[src/rtl/vga_scan_out_if.sv]
// Upstream compositor link for vga_scan_out.
// Scan-out publishes coordinate and tick, compositor returns colour.
interface vga_scan_out_if;
    logic [9:0] pix_x;
    logic [9:0] pix_y;
    logic       pix_en;
    logic [7:0] pix_color;

    modport master (
        output pix_x,
        output pix_y,
        output pix_en,
        input  pix_color
    );

    modport slave (
        input  pix_x,
        input  pix_y,
        input  pix_en,
        output pix_color
    );
endinterface

[src/rtl/vga_scan_out.sv]
// FDPaint VGA scan-out: 640x480@60 timing, pixel tick, registered pins.
// Pins lag the published coordinate by exactly one pixel tick.
module vga_scan_out #(
    parameter int CLK_DIV   = 2,
    parameter int H_VISIBLE = 640,
    parameter int H_FP      = 16,
    parameter int H_SYNC    = 96,
    parameter int H_BP      = 48,
    parameter int V_VISIBLE = 480,
    parameter int V_FP      = 10,
    parameter int V_SYNC    = 2,
    parameter int V_BP      = 33
) (
    input  logic           clk,
    input  logic           rst_n,
    vga_scan_out_if.master pix,
    output logic [2:0]     vgaRed,
    output logic [2:0]     vgaGreen,
    output logic [2:1]     vgaBlue,
    output logic           Hsync,
    output logic           Vsync,
    output logic           video_on,
    output logic           frame_start
);
    localparam int H_TOTAL = H_VISIBLE + H_FP + H_SYNC + H_BP;
    localparam int V_TOTAL = V_VISIBLE + V_FP + V_SYNC + V_BP;
    localparam int DW      = (CLK_DIV > 1) ? $clog2(CLK_DIV) : 1;

    localparam logic [DW-1:0] DIV_MAX = DW'(CLK_DIV - 1);
    localparam logic [9:0] H_MAX = 10'(H_TOTAL - 1);
    localparam logic [9:0] V_MAX = 10'(V_TOTAL - 1);
    localparam logic [9:0] H_VIS = 10'(H_VISIBLE);
    localparam logic [9:0] V_VIS = 10'(V_VISIBLE);
    localparam logic [9:0] HS_LO = 10'(H_VISIBLE + H_FP);
    localparam logic [9:0] HS_HI = 10'(H_VISIBLE + H_FP + H_SYNC - 1);
    localparam logic [9:0] VS_LO = 10'(V_VISIBLE + V_FP);
    localparam logic [9:0] VS_HI = 10'(V_VISIBLE + V_FP + V_SYNC - 1);

    logic [DW-1:0] div_q, div_d;
    logic [9:0]    h_q, h_d;
    logic [9:0]    v_q, v_d;
    logic [7:0]    rgb_q, rgb_d;
    logic          hsync_q, hsync_d;
    logic          vsync_q, vsync_d;
    logic          von_q, von_d;
    logic          fs_q, fs_d;
    logic          tick;
    logic          active;

    assign tick       = (div_q == DIV_MAX);
    assign pix.pix_en = tick;
    assign pix.pix_x  = h_q;
    assign pix.pix_y  = v_q;

    assign active = (h_q < H_VIS) && (v_q < V_VIS);

    assign vgaRed      = rgb_q[7:5];
    assign vgaGreen    = rgb_q[4:2];
    assign vgaBlue     = rgb_q[1:0];
    assign Hsync       = hsync_q;
    assign Vsync       = vsync_q;
    assign video_on    = von_q;
    assign frame_start = fs_q;

    // Clock divider producing the one-clk pixel tick.
    always_comb begin
        div_d = div_q;
        if (div_q == DIV_MAX) begin
            div_d = '0;
        end else begin
            div_d = div_q + DW'(1);
        end
    end

    // Raster counters and frame-origin detect, advanced on the tick.
    always_comb begin
        h_d  = h_q;
        v_d  = v_q;
        fs_d = 1'b0;
        if (tick) begin
            if (h_q == H_MAX) begin
                h_d = '0;
                if (v_q == V_MAX) begin
                    v_d  = '0;
                    fs_d = 1'b1;
                end else begin
                    v_d = v_q + 10'd1;
                end
            end else begin
                h_d = h_q + 10'd1;
            end
        end
    end

    // Pin stage: colour, syncs and active flag from pre-advance h/v.
    always_comb begin
        rgb_d   = rgb_q;
        hsync_d = hsync_q;
        vsync_d = vsync_q;
        von_d   = von_q;
        if (tick) begin
            rgb_d   = active ? pix.pix_color : 8'h00;
            hsync_d = ~((h_q >= HS_LO) && (h_q <= HS_HI));
            vsync_d = ~((v_q >= VS_LO) && (v_q <= VS_HI));
            von_d   = active;
        end
    end

    // State registers; syncs idle high.
    always_ff @(posedge clk or negedge rst_n) begin
        if (!rst_n) begin
            div_q   <= '0;
            h_q     <= '0;
            v_q     <= '0;
            rgb_q   <= '0;
            hsync_q <= 1'b1;
            vsync_q <= 1'b1;
            von_q   <= 1'b0;
            fs_q    <= 1'b0;
        end else begin
            div_q   <= div_d;
            h_q     <= h_d;
            v_q     <= v_d;
            rgb_q   <= rgb_d;
            hsync_q <= hsync_d;
            vsync_q <= vsync_d;
            von_q   <= von_d;
            fs_q    <= fs_d;
        end
    end
endmodule

[src/flat_wrapper.sv]
// flat-port wrapper written by rule: the top's interface ports become plain ports
module vga_scan_out_flat 
#(
    parameter int CLK_DIV   = 2,
    parameter int H_VISIBLE = 640,
    parameter int H_FP      = 16,
    parameter int H_SYNC    = 96,
    parameter int H_BP      = 48,
    parameter int V_VISIBLE = 480,
    parameter int V_FP      = 10,
    parameter int V_SYNC    = 2,
    parameter int V_BP      = 33
)
  (clk, rst_n, vgaRed, vgaGreen, vgaBlue, Hsync, Vsync, video_on, frame_start, pix_pix_x, pix_pix_y, pix_pix_en, pix_pix_color);
  vga_scan_out_if pix_i ();
  input  logic clk;
  input  logic rst_n;
  output logic [2:0] vgaRed;
  output logic [2:0] vgaGreen;
  output logic [2:1] vgaBlue;
  output logic Hsync;
  output logic Vsync;
  output logic video_on;
  output logic frame_start;
  output wire logic [$bits(pix_i.pix_x)-1:0] pix_pix_x;
  output wire logic [$bits(pix_i.pix_y)-1:0] pix_pix_y;
  output wire logic [$bits(pix_i.pix_en)-1:0] pix_pix_en;
  input wire logic [$bits(pix_i.pix_color)-1:0] pix_pix_color;
  assign pix_pix_x = pix_i.pix_x;
  assign pix_pix_y = pix_i.pix_y;
  assign pix_pix_en = pix_i.pix_en;
  assign pix_i.pix_color = pix_pix_color;
  vga_scan_out #(.CLK_DIV(CLK_DIV), .H_VISIBLE(H_VISIBLE), .H_FP(H_FP), .H_SYNC(H_SYNC), .H_BP(H_BP), .V_VISIBLE(V_VISIBLE), .V_FP(V_FP), .V_SYNC(V_SYNC), .V_BP(V_BP)) u_core (.clk(clk), .rst_n(rst_n), .pix(pix_i), .vgaRed(vgaRed), .vgaGreen(vgaGreen), .vgaBlue(vgaBlue), .Hsync(Hsync), .Vsync(Vsync), .video_on(video_on), .frame_start(frame_start));
endmodule
[config.mk]
export PLATFORM = sky130hd
export DESIGN_NAME = vga_scan_out_flat
export DESIGN_NICKNAME = d
export VERILOG_FILES = /design/src/rtl/vga_scan_out_if.sv /design/src/rtl/vga_scan_out.sv /design/src/flat_wrapper.sv
export SDC_FILE = /design/constraint.sdc
export NUM_CORES = 1
export LEC_CHECK = 0
export BUFFER_PORTS_ARGS = -buffer_cell sky130_fd_sc_hd__buf_2
export CAP_MARGIN = 20
export CORE_MARGIN = 1.5
export CORE_UTILIZATION = 58
export CTS_BUF_LIST = sky130_fd_sc_hd__clkbuf_2
export DETAILED_ROUTE_END_ITERATION = 10
export GPL_TIMING_DRIVEN = 0
export PLACE_DENSITY = 0.9
export SKIP_CTS_REPAIR_TIMING = 1
export SLEW_MARGIN = 15
export SYNTH_ARGS = -nofsm -noshare
export SYNTH_HDL_FRONTEND = slang
export SYNTH_SLANG_ARGS = --single-unit
[constraint.sdc]
create_clock -name clk -period 4.14 [get_ports clk]
set_input_delay 0.207 -clock clk [delete_from_list [all_inputs] [get_ports clk]]
set_output_delay 0.207 -clock clk [all_outputs]
set_load 0.005 [all_outputs]
==> metrics.md, run 1 <==
| Metric | Value |
|---|---|
| Initial antenna violation count | 0 |
| Number of synthesized register bits | 33 |
| Crit path max fanout | 9 |
| Die X | 55.4 µm |
| Compound-Gate Fraction of Synth Area | between 10% and 20% |
| Port bufs | 42 |
| Slew @ Worst Pin | between 0.9 and 1 ns |
| Residual DRC | 0 |
| Vias | ~1300 |
| Latest clock arrival within the worst-skew pair | around 0.38 ns |
| Placed Area | 0.00184 mm² |
| Area Growth Syn to Fin | 20.6% |
| Fin. max-slew vios | 0 |
| DRT iter0 DRCs | 50 |
| H-tree Lvls | 2 |
| Max-cap violations | 0 |
| Max rail drop VDD | approximately 0.22 mV |
| Vias in the first global route | ~1400 |
| CTS tree | done |
| Largest family of logic cells by synthesized area | simple AND/OR/NAND/NOR gates |
| TritonCTS Buffers | 5 |
| CP startpoint kind | flop |
| Router iterations before antenna repair | 4 |
| Fin util | around three quarters |
| Adder-Cell Fraction of Synth Area | approximately 3.1% |
| Hold_ws | 0.0359 ns |
| CTS max path bufs | 2 |
| Period minus WS final | about 2.1 ns |
| Critical-path cell list | ha_1 -> nand4_4 -> nor4b_2 -> o21ai_0 -> mux2_2 |
| Design area | approximately 0.0019 mm² |
| Final setup fails | 0 |
| Syn. warnings | 0 |
| M3 GR Usage | around 8% |
| Standard-cell rows | 18 |
| Die Y | 55.4 µm |
| TNS Setup | 0 ns |
| IO Count | between 40 and 50 |
| Fmax | slightly below 0.5 GHz |
| EDFF count, synth | 0 |
| Largest net degree at the start of global routing | 34 |
| Status | finished clean |
| Die area | a little over 0.003 mm² |
| CTS Sinks | 33 |
| Post-synthesis mux area share | 2.05% |
| Synthesized area per cell | about 11 µm² |
| Synth Flop Type | dfrtp_1 |
| Syn Nets | 161 |
| Worst Path Arrival | around 2.4 ns |
| WL/cell | 14.7 µm |
| Root Buffer | clkbuf_2 |
| Post-synth ARST share | 100% |
| Ant. Diodes | 0 |
| Pwr/cell area | between 200 and 300 mW/mm² |
| Final wirelength | roughly 3400 µm |
| Post-DRT Antenna Nets | 0 |
| Worst Skew | 0.0139 ns |
| Slew HR | around 33% |
| M2 GR Usage | between 30% and 40% |
| RSZ-0062 raised after global routing | false |
| Final Hold Fails | 0 |
| Xor-xnor portion of the synthesized cell area | 3.86% |
| CP max-delay cell | nor4b_2 |
| DR vias/cell | 5.79 |
| Layout cell share with drive strength beyond 1 | 30.8% |
| Core ar. | approximately 0.0025 mm² |
| Hold Path Class | primary input to flop |
| Simple-Gate Fraction of Synth Area | between 20% and 30% |
| Met1 Track Usage GR | between 20% and 30% |
| Most Crowded Layer GR | met2 |
| Synthesized area | ~0.0016 mm² |
| First-pass GRT wire length | roughly 5700 µm |
| Leak | approximately 0.96 nW |
| Routability cong. | approximately 0.88 |
| Initial core utilization | 62.5% |
| Total grt overflow | 0 |
| Setup CP Type | flop to flop |
| Detailed Place HPWL | ~2500 µm |
| Final period util | between 50 and 60% |
| Crit path largest cell delay | about 0.66 ns |
| Worst Setup End Kind | flop |
| Nets | about 210 |
| Worst-path clk slew | between 0.15 and 0.2 ns |
| All-Layer GR Usage | a little under a quarter |
| Data required, critical path | between 4 and 5 ns |
| Mapped Cells | 147 |
| Post-synthesis sequential area ratio | between 50% and 60% |
| Netlist cell types | 41 |
## logic make-up (layout without fill, tap and decap cells)
family	after synthesis	in the layout
XOR/XNOR	7	7
AND/OR/NAND/NOR	59	59
adder cells (fa/ha/maj)	4	4
multiplexers	3	3
AO/OA/AOI/OAI	32	32
buffers and inverters	9	63
flip-flops	33	33
## final cells by class
class | instances | area (µm²)
inverter | 5 | 18.8
fill | 195 | 627
clock inverter | 2 | 10.0
timing repair buffer | 46 | 250
multi-input combinational | 105 | 719
clock buffer | 6 | 30.0
tap | 30 | 37.5
sequential | 33 | 828
buffer | 4 | 23.8
## synth_stat cells, types with 2 or more instances
cell type / n / share of area, %
dfrtp_1: 31 / 49
nand2_1: 14 / 3.3
a22o_1: 12 / 6.6
nor2_1: 11 / 2.6
o21ai_0: 10 / 3.1
nor3_1: 6 / 1.9
and3_1: 5 / 2.0
inv_1: 5 / 1.2
ha_1: 4 / 3.1
xor2_1: 4 / 2.2
a21oi_1: 3 / 0.94
nand3_1: 3 / 0.94
nand4_1: 3 / 1.2
xnor2_1: 3 / 1.7
a21o_1: 2 / 0.94
and3_2: 2 / 0.94
and4_1: 2 / 1.1
clkbuf_1: 2 / 0.47
dfstp_2: 2 / 3.3
mux2_2: 2 / 1.4
## metal layers
layer	share of wire [%]	wire length, µm
met1	44	1490
met2	50	1700
met3	5.1	173
met4	1.0	35
met5	0	0
## power breakdown
group / leakage [nW] / switching [mW] / internal, mW
combinational: 0.512 / 0.0103 / 0.0107
clock: 0.0327 / 0.108 / 0.0424
sequential: 0.416 / 0.00240 / 0.327
## worst max-delay path: cells and delay by family, from the launching register on
kind,cells,cell delay [ns]
multiplexers,1,0.30
flip-flops,1,0.44
AO/OA/AOI/OAI,1,0.17
adder cells (fa/ha/maj),1,0.26
AND/OR/NAND/NOR,2,0.80
## through the flow
step	power [mW]	worst slack (ns)	instances
3_3_place_gp	0.352	2.18	219
5_1_grt	0.525	1.79	231
6_report	0.501	2.06	231
3_5_place_dp	0.353	2.06	219
4_1_cts	0.500	2.05	227
2_1_floorplan	0.338	2.26	147
## sequential cells by signal, summed over array words and instances (netlist names)
signal,flops
u_core.Vsync,1
u_core.rgb_q,8
u_core.frame_start,1
u_core.pix.pix_en,1
u_core.Hsync,1
u_core.video_on,1
u_core.pix.pix_y,10
u_core.pix.pix_x,10
## cell usage in the layout (no fill, tap or decap), types with 5 or more instances in the layout
cell type / n
nor3_1: 6
dfrtp_1: 31
buf_2: 43
clkbuf_2: 6
nor2_1: 11
inv_1: 5
nand2_1: 14
a22o_1: 12
o21ai_0: 10
and3_1: 5
## worst paths after layout
check                                 endpoint  slack (ns)           startpoint  cells past startpoint
setup / recovery           u_core.pix.pix_y[5]        2.06  u_core.pix.pix_x[0]                      5
setup reg to reg           u_core.pix.pix_y[5]        2.06  u_core.pix.pix_x[0]                      5
hold / removal                 u_core.rgb_q[5]        0.04     pix_pix_color[5]                      2
min in group asynchronous  u_core.pix.pix_x[6]        0.38                rst_n                      2
hold reg to reg                u_core.video_on        0.51      u_core.video_on                      1
max in group asynchronous    u_core.pix.pix_en        3.30                rst_n                      2
No activity file was read; power rests on OpenSTA's default activity.
==> run 2, diff against run 1 <==
--- a/config.mk
+++ b/config.mk
@@ -5,14 +5,15 @@
 export SDC_FILE = /design/constraint.sdc
 export NUM_CORES = 1
 export LEC_CHECK = 0
+export ABC_AREA = 1
 export BUFFER_PORTS_ARGS = -buffer_cell sky130_fd_sc_hd__buf_2
 export CAP_MARGIN = 20
 export CORE_MARGIN = 1.5
-export CORE_UTILIZATION = 58
+export CORE_UTILIZATION = 50
 export CTS_BUF_LIST = sky130_fd_sc_hd__clkbuf_2
 export DETAILED_ROUTE_END_ITERATION = 10
 export GPL_TIMING_DRIVEN = 0
-export PLACE_DENSITY = 0.9
+export PLACE_DENSITY = 0.81
 export SKIP_CTS_REPAIR_TIMING = 1
 export SLEW_MARGIN = 15
 export SYNTH_ARGS = -nofsm -noshare
==> constraint.sdc (replaced) <==
create_clock -name clk -period 1.74 [get_ports clk]
set_input_delay 0.087 -clock clk [delete_from_list [all_inputs] [get_ports clk]]
set_output_delay 0.087 -clock clk [all_outputs]
set_load 0.005 [all_outputs]
==> run 2 against run 1 <==
Final area increased by 13%; final cell count is 42% higher; non-clock buffer count grew 4; highest routed layer unchanged; flip-flop and latch count unchanged; critical endpoint unchanged.
==> metrics.md, run 2 <==
| Metric | Value |
|---|---|
| DR WL met3 | 235 µm (+36%) |
| Root Buffer | clkbuf_2 |
| Highest Signal Layer | met4 |
| Die X | 62.3 µm (+12%) |
| Most numerous cell in the Yosys netlist | nand2_1 |
| Final wirelength | 3890 µm (+14%) |
| Crit path max fanout | 10 (+1) |
| IO Count | 43 (unchanged) |
| Standard-cell rows | 21 (+3) |
| Synth top area share | 44.2% (-4.6 points) |
| Residual DRC | 0 (unchanged) |
| Die area | 0.00388 mm² (+27%) |
| H-tree Lvls | 2 (unchanged) |
| Fillers | 314 (+61%) |
| Post-synth ARST share | 100% (unchanged) |
| Mapped Cells | 223 (+52%) |
| Crit path largest cell delay | 0.41 ns (-0.25 ns) |
| Leak | 1.09 nW (+14%) |
| Vias | 1660 (+24%) |
| Top post-synthesis cells by area | dfrtp_1, nand2_1, inv_1, nand3_1, nor2_1 |
| Final Hold Fails | 0 (unchanged) |
| Fin cells | 328 (+42%) |
| Worst Setup SP | u_core.pix.pix_x[1] |
| Slew HR | 51.5% (+19 points) |
| Ant. Diodes | 0 (unchanged) |
| CTS Sinks | 33 (unchanged) |
| Pwr/cell area | 561 mW/mm² (+110%) |
| Nets | 295 (+38%) |
| Most frequent cells in the layout | nand2_1, buf_2, dfrtp_1, inv_1, nor2_1 |
| CP startpoint kind | flop |
| Hold Path Class | primary input to async pin |
| Placed insts | 311 (+42%) |
| Die Y | 62.3 µm (+12%) |
| Router iterations before antenna repair | 4 (unchanged) |
| Syn Nets | 237 (+47%) |
| TNS Setup | 0 ns (unchanged) |
| Worst Reg-to-Reg Cells | 9 (+4) |
| Final setup fails | 0 (unchanged) |
| Worst Setup End Kind | flop |
| RSZ-0062 raised after global routing | false |
| Layout cell share with drive strength beyond 1 | 24.5% (-6.4 points) |
| Port bufs | 42 (unchanged) |
| DRT met1 WL | 1670 µm (+12%) |
| R2R Path End | u_core.pix.pix_y[5] |
| Largest net degree at the start of global routing | 34 (unchanged) |
| Detailed Place HPWL | 2790 µm (+12%) |
| Core ar. | 0.00336 mm² (+32%) |
| DR vias/cell | 5.06 (-13%) |
| Met2 Wirelength | 1920 µm (+13%) |
| FF-to-FF setup slack | 0.17 ns (-1.89 ns) |
| Max-cap violations | 0 (unchanged) |
| Synth top cells by count | nand2_1, dfrtp_1, inv_1, nor2_1, nand3_1 |
| Synth Flop Type | dfrtp_1 |
| CTS max path bufs | 2 (unchanged) |
| Vias in the first global route | 1522 (+12%) |
| Routability cong. | 0.867 (-1.6%) |
| Area Growth Syn to Fin | 23.1% |
| TritonCTS Buffers | 5 (unchanged) |
| Data required, critical path | 2.03 ns (-2.38 ns) |
| CTS tree | done |
| Initial core utilization | 52.2% (-10 points) |
| Worst-path clk slew | 0.19 ns (+0.02 ns) |
| Latest clock arrival within the worst-skew pair | 0.39 ns (about the same) |
| Launch point of the worst reg-to-reg path | u_core.pix.pix_x[1] |
| Most common cell after layout, fill and taps aside | nand2_1 |
| Total grt overflow | 0 (unchanged) |
| Syn. warnings | 0 (unchanged) |
| First-pass GRT wire length | 6290 µm (+9.4%) |
| EDFF count, synth | 0 (unchanged) |
| Worst Skew | 0.0157 ns (+0.00174 ns) |
| All-Layer GR Usage | 20.2% (-3.6 points) |
| Post-synthesis sequential area ratio | 47.2% (-4.9 points) |
| Max rail drop VDD | 0.544 mV (+140%) |
| DRT iter0 DRCs | 46 (-8.0%) |
| Synthesized area per cell | 7.88 µm² (-27%) |
| Most used cell, CP | inv_2 |
| Worst Path Arrival | 1.86 ns (-0.50 ns) |
| Netlist cell types | 25 (-39%) |
| Critical-path cell list | ha_1 -> nand3_1 -> inv_2 -> nand3_4 -> nor2_8 -> inv_2 -> buf_6 -> nand2_1 -> o21ai_2 |
| Final period util | 90.2% (+40 points) |
| Status | finished clean |
| Crit path max-delay family | simple AND/OR/NAND/NOR gates |
| Biggest area consumer among synthesized cells | dfrtp_1 |
| Fmax | 0.637 GHz (+33%) |
| Initial antenna violation count | 0 (unchanged) |
| Post-DRT Antenna Nets | 0 (unchanged) |
| Synthesized area | 0.00176 mm² (+10%) |
| WL/cell | 11.8 µm (-20%) |
| Fin. max-slew vios | 0 (unchanged) |
| Crit path buf inv count | 3 (+3) |
| Slew @ Worst Pin | 0.728 ns (-0.270 ns) |
| Period minus WS final | 1.57 ns (-0.513 ns) |
| Setup CP Type | flop to flop |
| CP max-delay cell | dfrtp_1 |
| Number of synthesized register bits | 33 (unchanged) |
[run 2: worst max-delay path by stage]
stage                          end  slack, ns  depth (start not counted)
2_1_floorplan  u_core.pix.pix_y[5]       0.34                          9
4_1_cts        u_core.pix.pix_y[5]       0.16                          9
3_5_place_dp   u_core.pix.pix_y[5]       0.19                          9
5_1_grt        u_core.pix.pix_y[6]       0.03                          9
3_3_place_gp   u_core.pix.pix_y[2]       0.21                          9
6_report       u_core.pix.pix_y[5]       0.17                          9
[run 2: layout make-up]
cell class | instances | area, µm² | share of cell area, %
tap | 46 | 57.6 | 2.66
inverter | 36 | 135 | 6.25
buffer | 3 | 18.8 | 0.868
clock inverter | 3 | 22.5 | 1.04
timing repair buffer | 51 | 300 | 13.9
sequential | 33 | 828 | 38.3
multi-input combinational | 151 | 774 | 35.8
clock buffer | 5 | 25.0 | 1.16
[run 2: worst register-to-register path, stage by stage, from the launching register on]
cell and delay [ns]:
dfrtp_1 0.41, ha_1 0.18, nand3_1 0.12, inv_2 0.14
nand3_4 0.12, nor2_8 0.18, inv_2 0.06, buf_6 0.14
nand2_1 0.08, o21ai_2 0.06
[run 2: power by group]
part	switching, mW	leakage, nW	internal, mW
combinational	0.0281	0.657	0.0302
sequential	0.00501	0.416	0.777
clock	0.276	0.0212	0.0966
total	0.309	1.09	0.904
[run 2: metrics by stage]
step	utilization (%)	area, µm²	hold WS [ns]	worst slack (ns)	power, mW
floorplan	-	1760	-0.209	0.342	0.804
global placement	60.2	2020	0.195	0.213	0.838
detailed placement	60.2	2020	0.189	0.186	0.839
CTS	61.6	2070	-0.261	0.161	1.21
global route	64.3	2160	0.309	0.0343	1.27
finish	64.3	2160	0.259	0.171	1.21
[run 2: cells by family (layout without fill, tap and decap cells)]
family / Yosys count / in the layout / synth area share (%)
AOI/OAI and AO/OA: 25 / 25 / 7.98
and+or+nand+nor: 116 / 116 / 30.3
DFF: 33 / 33 / 47.2
buffers and inverters: 39 / 98 / 8.76
xor gates and xnor gates: 6 / 6 / 2.99
adders and majority gates: 4 / 4 / 2.85
[run 2: metal layers]
layer | vias up | track usage [%]
li1 | 822 | -
met1 | 764 | 24.6
met2 | 65 | 34.8
met3 | 9 | 3.99
met4 | 0 | 9.17
met5 | - | 0
==> run 3, diff against run 2 <==
--- a/config.mk
+++ b/config.mk
@@ -5,17 +5,19 @@
 export SDC_FILE = /design/constraint.sdc
 export NUM_CORES = 1
 export LEC_CHECK = 0
-export ABC_AREA = 1
+export ABC_AREA = 0
 export BUFFER_PORTS_ARGS = -buffer_cell sky130_fd_sc_hd__buf_2
 export CAP_MARGIN = 20
 export CORE_MARGIN = 1.5
-export CORE_UTILIZATION = 50
+export CORE_UTILIZATION = 48
 export CTS_BUF_LIST = sky130_fd_sc_hd__clkbuf_2
 export DETAILED_ROUTE_END_ITERATION = 10
 export GPL_TIMING_DRIVEN = 0
-export PLACE_DENSITY = 0.81
+export PLACE_DENSITY = 0.8
+export SETUP_SLACK_MARGIN = 0.15
 export SKIP_CTS_REPAIR_TIMING = 1
 export SLEW_MARGIN = 15
 export SYNTH_ARGS = -nofsm -noshare
 export SYNTH_HDL_FRONTEND = slang
 export SYNTH_SLANG_ARGS = --single-unit
+export TNS_END_PERCENT = 5
==> run 3 against run 2 <==
The run now ends with negative setup slack left; setup slack got worse by 0.34 ns; utilization grew 1.8 points; first-iteration DRC count shrank 11%; critical path type unchanged; critical endpoint is now u_core.pix.pix_y[3].
==> metrics.md, run 3 (synthesized netlist as in run 1, its figures left out) <==
| Metric | Value |
|---|---|
| Status | complete, but fails checks |
| Failing checks | negative setup slack |
| Latest clock arrival within the worst-skew pair | 0.38 ns (about the same) |
| Standard-cell rows | 20 (-4.8%) |
| First-pass GRT wire length | 5490 µm (-13%) |
| DR vias/cell | 5.32 (+5.1%) |
| Pwr/cell area | 579 mW/mm² (+3.1%) |
| Worst-path clk slew | 0.17 ns (-0.02 ns) |
| Worst Path Arrival | 2.20 ns (+0.34 ns) |
| Root Buffer | clkbuf_2 |
| Hold_ws | 0.276 ns (+0.0173 ns) |
| Post-layout power | 1.19 mW (-2.3%) |
| Slew HR | 52.0% (+0.56 points) |
| Port bufs | 42 (unchanged) |
| Worst Reg-to-Reg Cells | 5 (-4) |
| RSZ-0062 raised after global routing | true |
| Slew @ Worst Pin | 0.720 ns (-0.00836 ns) |
| CTS tree | done |
| Nets | 223 (-24%) |
| Fin. max-slew vios | 0 (unchanged) |
| Final Hold Fails | 0 (unchanged) |
| Worst Setup SP | u_core.pix.pix_x[7] |
| Period minus WS final | 1.91 ns (+0.338 ns) |
| Final period util | 110% (+19 points) |
| Max-cap violations | 0 (unchanged) |
| Most common cell after layout, fill and taps aside | buf_2 |
| Routability cong. | 0.900 (+3.8%) |
| Data required, critical path | 2.03 ns (about the same) |
| Die area | 0.00367 mm² (-5.4%) |
| Crit path max fanout | 8 (-2) |
| TNS Setup | -0.928 ns (-0.928 ns) |
| CTS max path bufs | 2 (unchanged) |
| WL/cell | 14.3 µm (+20%) |
| All-Layer GR Usage | 20.7% (+0.53 points) |
| Core ar. | 0.00310 mm² (-7.7%) |
| Max rail drop VDD | 0.342 mV (-37%) |
| Setup CP Type | flop to flop |
| CP startpoint kind | flop |
| DRT iter0 DRCs | 41 (-11%) |
| Residual DRC | 0 (unchanged) |
| Launch point of the worst reg-to-reg path | u_core.pix.pix_x[7] |
| Final wirelength | 3620 µm (-6.8%) |
| Initial core utilization | 51.2% (-0.98 points) |
| Ant. Diodes | 0 (unchanged) |
| TritonCTS Buffers | 5 (unchanged) |
| Fin util | 66.0% (+1.8 points) |
| Vias | 1351 (-19%) |
| Placed Area | 0.00186 mm² (-8.2%) |
| Fmax | 0.524 GHz (-18%) |
| CTS Sinks | 33 (unchanged) |
| IO Count | 43 (unchanged) |
| Vias in the first global route | 1199 (-21%) |
| Final setup fails | 9 (+9) |
| Layout cell share with drive strength beyond 1 | 34.3% (+9.8 points) |
| Die Y | 60.6 µm (-2.8%) |
| Initial antenna violation count | 0 (unchanged) |
| Area Growth Syn to Fin | 28.9% |
| Design area | 0.00205 mm² (-5.2%) |
| Die X | 60.6 µm (-2.8%) |
| Leak | 0.994 nW (-9.2%) |
| Router iterations before antenna repair | 4 (unchanged) |
| Most frequent cells in the layout | buf_2, dfrtp_1, nand2_1, a22o_1, nor2_1 |
| Detailed Place HPWL | 2390 µm (-14%) |
| H-tree Lvls | 2 (unchanged) |
| Worst Skew | 0.0105 ns (-0.00518 ns) |
| Total grt overflow | 0 (unchanged) |
| Largest net degree at the start of global routing | 34 (unchanged) |
| Post-DRT Antenna Nets | 0 (unchanged) |
| Worst Setup End Kind | flop |
| Post-route setup slack | -0.167 ns (-0.338 ns) |
| Hold Path Class | primary input to async pin |
==> run 3: cell count changes in the layout (fill, tap and decap cells not counted), moves of 4 or more <==
cell / change
nor2_1: -12
a22o_1: +12
o21ai_2: -4
buf_4: +4
nand2_1: -39
inv_2: -7
nand3_1: -18
and3_1: +5
o21ai_1: -7
inv_1: -24
==> run 3: worst paths after layout <==
check | to | slack, ns
min | u_core.pix.pix_y[2] | 0.28
max | u_core.pix.pix_y[3] | -0.17
max reg2reg | u_core.pix.pix_y[3] | -0.17
max in group asynchronous | u_core.pix.pix_x[1] | 0.96
min reg2reg | u_core.Hsync | 0.50
min in group clk | u_core.rgb_q[0] | 0.45
==> run 3: power by group <==
group	internal, mW	leakage (nW)	switching (mW)
Sequential	0.777	0.412	0.00559
Clock	0.0878	0.0278	0.257
Combinational	0.0327	0.554	0.0258
==> run 3: metrics by stage <==
stage	cells	setup slack, ns
2_1_floorplan	147	-0.118
3_3_place_gp	233	-0.228
3_5_place_dp	233	-0.268
4_1_cts	241	-0.306
5_1_grt	254	-0.219
6_report	254	-0.167
==> run 3: area by class of cell <==
type	count	area [µm²]
sequential	33	832
clock buffer	5	25.0
buffer	4	23.8
timing repair buffer	55	330
tap	44	55.1
clock inverter	3	12.5
fill	261	1050
inverter	5	18.8
multi-input combinational	105	752
==> run 3: critical path, cell delays in order, from the launching register on <==
cell and delay, ns:
dfrtp_1 0.47, and4b_2 0.36, or4b_4 0.48, buf_6 0.16, a21o_1 0.15, a22o_1 0.20
==> run 3: layer usage <==
layer	routed length (µm)	global-route usage (%)	share of wire [%]
met2	1760	31.3	48
met1	1620	27.3	45
met5	0	0	0
met4	67	8.39	1.8
met3	181	7.46	5.0
